$ cat src/rtl/stream_packer.sv
// Packs Ratio input words of DataWidth bits into one wide output beat.
// Define STREAM_PACKER_TIMEOUT_EN to flush partial beats after TimeoutCycles idle cycles.
module stream_packer_lane #(
    parameter int unsigned DataWidth = 32,
    parameter int unsigned CntW      = 2,
    parameter int unsigned Lane      = 0
) (
    input  logic                 clk,
    input  logic                 reset,
    input  logic [CntW-1:0]      cnt,
    input  logic                 accept,
    input  logic                 close,
    input  logic                 flush,
    input  logic [DataWidth-1:0] in_data,
    output logic [DataWidth-1:0] lane_data,
    output logic                 lane_keep
);
    localparam logic [CntW-1:0] LaneIdx = CntW'(Lane);

    logic [DataWidth-1:0] acc;
    logic                 hit;
    logic                 below;

    assign hit   = (cnt == LaneIdx);
    assign below = (LaneIdx < cnt);

    // Lanes above the fill point are zeroed on load, so acc never needs clearing.
    always_ff @(posedge clk) begin
        if (reset) begin
            acc       <= '0;
            lane_data <= '0;
            lane_keep <= 1'b0;
        end else begin
            if (accept && hit)
                acc <= in_data;
            if (close) begin
                lane_data <= below ? acc : (hit ? in_data : '0);
                lane_keep <= below || hit;
            end else if (flush) begin
                lane_data <= below ? acc : '0;
                lane_keep <= below;
            end
        end
    end
endmodule

module stream_packer #(
    parameter int unsigned DataWidth     = 32,
    parameter int unsigned Ratio         = 4,
    parameter int unsigned TimeoutCycles = 16
) (
    input  logic                       clk,
    input  logic                       reset,
    input  logic                       in_valid,
    input  logic [DataWidth-1:0]       in_data,
    input  logic                       in_last,
    output logic                       in_ready,
    output logic                       out_valid,
    output logic [Ratio*DataWidth-1:0] out_data,
    output logic [Ratio-1:0]           out_keep,
    output logic                       out_last,
    input  logic                       out_ready
);
    localparam int unsigned CntW = $clog2(Ratio);

    if (Ratio < 2 || (Ratio & (Ratio - 1)) != 0) begin : g_bad_ratio
        $error("stream_packer: Ratio must be a power of two >= 2");
    end
    if (TimeoutCycles < 1) begin : g_bad_timeout
        $error("stream_packer: TimeoutCycles must be >= 1");
    end

    logic [CntW-1:0] cnt;
    logic            accept;
    logic            close;
    logic            flush;

    assign in_ready = !out_valid || out_ready;
    assign accept   = in_valid && in_ready;
    assign close    = accept && (in_last || cnt == CntW'(Ratio - 1));

`ifdef STREAM_PACKER_TIMEOUT_EN
    localparam int unsigned     IdleW   = $clog2(TimeoutCycles + 1);
    localparam logic [IdleW-1:0] IdleMax = IdleW'(TimeoutCycles);

    logic [IdleW-1:0] idle;

    // An accepted word always wins over the flush in the same cycle.
    assign flush = (idle == IdleMax) && (cnt != '0) && in_ready && !accept;

    always_ff @(posedge clk) begin
        if (reset)
            idle <= '0;
        else if (accept || flush)
            idle <= '0;
        else if (cnt != '0 && idle != IdleMax)
            idle <= idle + 1'b1;
    end
`else
    assign flush = 1'b0;
`endif

    always_ff @(posedge clk) begin
        if (reset) begin
            cnt       <= '0;
            out_valid <= 1'b0;
            out_last  <= 1'b0;
        end else if (close) begin
            cnt       <= '0;
            out_valid <= 1'b1;
            out_last  <= in_last;
        end else if (flush) begin
            cnt       <= '0;
            out_valid <= 1'b1;
            out_last  <= 1'b0;
        end else begin
            if (accept)
                cnt <= cnt + 1'b1;
            if (out_ready)
                out_valid <= 1'b0;
        end
    end

    for (genvar k = 0; k < Ratio; k++) begin : g_lane
        stream_packer_lane #(
            .DataWidth(DataWidth),
            .CntW     (CntW),
            .Lane     (k)
        ) u_lane (
            .clk      (clk),
            .reset    (reset),
            .cnt      (cnt),
            .accept   (accept),
            .close    (close),
            .flush    (flush),
            .in_data  (in_data),
            .lane_data(out_data[k*DataWidth +: DataWidth]),
            .lane_keep(out_keep[k])
        );
    end
endmodule

$ cat config.mk
export PLATFORM = sky130hd
export DESIGN_NAME = stream_packer
export DESIGN_NICKNAME = d
export VERILOG_FILES = /design/src/rtl/stream_packer.sv
export SDC_FILE = /design/constraint.sdc
export NUM_CORES = 1
export LEC_CHECK = 0
export CORE_MARGIN = 3
export CORE_UTILIZATION = 47
export DETAILED_ROUTE_END_ITERATION = 8
export PLACE_DENSITY = 0.76
export SYNTH_ARGS = -nofsm -noshare
export SYNTH_HDL_FRONTEND = slang
export SYNTH_HIERARCHICAL = 1
export SYNTH_SLANG_ARGS = --single-unit
$ cat constraint.sdc
create_clock -name clk -period 2.5 [get_ports clk]
set_input_delay 0.5 -clock clk [delete_from_list [all_inputs] [get_ports clk]]
set_output_delay 0.5 -clock clk [all_outputs]
set_load 0.02 [all_outputs]
==> summary.md <==
| Metric | Value |
|---|---|
| Status | finished, final reports clean |
| # hold bufs at CTS | 0 |
| Synthesized flop and latch total | 232 |
| Postcts setup bufs | 0 |
| Via Count | 8387 |
| Relative slew margins | 20.8% |
| Clock skew | 13.6 ps |
| Worst hold slack | 426 ps |
| RSZ-0062 raised after global routing | no |
| Max-cap violations | 0 |
| Synthesized area | 9400 um2 |
| N_diodes | 0 |
| Worst endpoint data arrival time | 1820 ps |
| Int Pwr | 6.24 mW |
| Worst-Margin Slew | 1190 ps |
| Hold WC Path Type | in -> reg |
| Synth warnings | 6 |
| GP Congestion | 0.792 |
| Rows | 51 |
| Initial antenna violation count | 0 |
| Fmax | 430 MHz |
| CTS root buf | clkbuf_16 |
| Core ar. | 19500 um2 |
| Clk Latency, worst-skew pair | 510 ps |
| CTS tree | done |
| Post-DP HPWL | 17600 um |
| Via density | 5.58 |
| Grt ovf | 0 |
| Most common flop cell mapped by yosys | dfxtp_1 |
| Post-Syn Instances | 1062 |
| First-pass GRT wire length | 43700 um |
| Storage cell area | 4650 um2 |
| Routed len/inst | 18.1 um |
| Layout cells sized above 1 | 12.3% |
| Final ANT Viol Nets | 0 |
| Final hold violations | 0 |
| Total CTS buffers | 24 |
| CTS H-tree lvls | 1 |
| CTS-repair resized insts | 0 |
| Setup violations, final | 0 |
| Sink Count | 232 |
| Setup_tns | 0 ps |
| DRC violations left | 0 |
| Multiplexer share of the synthesized area | 2.88% |
| Sequential share of power | 47.1% |
| Post-synth ARST share | 0% |
| Die extent in x | 147 um |
| Main combinational cell family by area after synthesis | simple AND/OR/NAND/NOR gates |
| Buffers on Ports | 171 |
| Final Critical Period | 2320 ps |
| Synth top area cells | dfxtp_1, nand2_1, a21oi_1 |
| CP Launch Type | input port |
| Die ar. | 21700 um2 |
| Nets | 1259 |
| Switching Fraction | 24.4% |
| Starting DRT DRC Count | 622 |
| Clock Pin Slew Worst Setup and Hold Paths | 60 ps |
| Share of the yosys chip area belonging to registers | 49.4% |
| VDD IR-drop max | 0.467 mV |
| GR Util All Layers | 24.5% |
| Critical path fanouts, max | 6 |
| Synthesized-area fraction occupied by adder cells | 0.133% |
| Max Root-Sink Buffers | 3 |
| DRT Wirelength | 27100 um |
| Area leader, netlist | dfxtp_1 |
| Clock power share | 42.1% |
| Fill count | 1708 |
| Die height | 147 um |
| Syn_area_per_cell | 8.85 um2 |
| Leading cell types in the layout, fill and taps excluded | nand2_1, dfxtp_1, clkdlybuf4s50_1 |
| Final period util | 92.9% |
| Static Leakage | 4.17 nW |
| First-pass DRT Iterations | 5 |
| Largest net degree at the start of global routing | 105 |
| Vias in the first global route | 8233 |
| Number of synthesized flops with an enable pin | 0 |
| Synth Area in Compound Gates | 19.7% |
| PwrDens | 677 nW/um2 |
| Final slew viol count | 0 |
| Ports | 172 |
| Critical path class | in -> out |
| Netlist cell types | 43 |
| CP Capture Type | output pin |
| Net switching power figure | 2.01 mW |
| Multi-input gate area | 4250 um2 |
| Simple-Gate Fraction of Synth Area | 21.5% |
| Commonest non-fill, non-tap cell in the layout | nand2_1 |
| Top-area cell type share of the netlist area | 49.4% |
| Initial core utilization | 48.1% |
| Worst EP required | 2000 ps |
| XOR/XNOR share of the synthesized area | 0% |
| Area growth, synth to finish | 29.6% |
| Combinational Power Share | 10.8% |
[Yosys cell counts, types with 2 or more instances]
master / count
or3b_1: 31
clkbuf_2: 2
a311oi_1: 4
buf_2: 19
dfxtp_1: 232
nand3_1: 11
buf_12: 2
nor2_1: 41
nand2_1: 259
buf_6: 16
mux2i_1: 27
nor2_2: 3
or2_2: 4
a221oi_1: 2
and3b_2: 2
a22oi_1: 29
or3b_2: 3
a221oi_2: 30
and3b_1: 2
a31oi_1: 5
a21oi_1: 164
buf_4: 12
o21ai_2: 20
nand4_1: 33
o21ai_0: 15
nor3_1: 33
buf_1: 3
nand3b_1: 2
clkbuf_1: 42
[through the flow]
stage                     total power [mW]  setup slack [ps]  area (um2)  cells  util (%)
after floorplan                       4.43               283        9460   1078         -
after global placement                4.82             -83.3       11400   1460      58.4
after detailed placement              4.84              -176       11400   1460      58.4
after CTS                             8.29               173       12200   1502      62.4
after global routing                  8.53               109       12200   1502      62.4
final                                 8.24               177       12200   1502      62.4
[final timing paths]
path | start | end | slack (ps) | cells after the start
min | reset | g_lane[2].u_lane/lane_keep | 430 | 2
min reg2reg | g_lane[0].u_lane/acc[17] | g_lane[0].u_lane/acc[17] | 450 | 2
max reg2reg | cnt[1] | g_lane[2].u_lane/lane_data[15] | 290 | 6
max | out_ready | in_ready | 180 | 4
[metal layers]
layer  vias up  global-route usage, %  routed length, um
met3        43                   3.49               1660
met4         0                   7.74                691
met1      4010                   33.0              11800
met2       300                   40.9              12900
met5         -                      0                  0
li1       4034                      -                  -
[kinds of logic after synthesis]
family | Yosys count
AOI/OAI and AO/OA | 272
adders and majority gates | 1
buffers and inverters | 98
DFF | 232
muxes | 27
other | 1
and+or+nand+nor | 431
[layout make-up]
class,count,area share [%]
sequential,232,38.2
multi-input combinational,748,34.9
timing repair buffer,213,17.8
clock buffer,38,5.95
tap,265,2.72
clock inverter,4,0.370
inverter,2,0.0617
[state kept, by name, summed over array words and instances, names as in the netlist]
| name | flops |
|---|---|
| cnt | 2 |
| g_lane.u_lane/acc | 96 |
| g_lane.u_lane/lane_data | 128 |
| g_lane.u_lane/lane_keep | 4 |
| out_last | 1 |
| out_valid | 1 |
[power by group through the flow]
stage | Clock (mW) | Combinational [mW] | Sequential (mW)
global route | 3.67 | 0.961 | 3.89
global placement | 0 | 0.867 | 3.96
finish | 3.47 | 0.890 | 3.88
CTS | 3.52 | 0.886 | 3.88
floorplan | 0 | 0.413 | 4.02
detailed placement | 0 | 0.880 | 3.96
[worst max-delay path, stage by stage]
cell and delay, ps:
clkdlybuf4s50_1 460, nor2b_4 220, inv_2 80, clkdlybuf4s50_1 550
(Power assumes the default switching activity.)
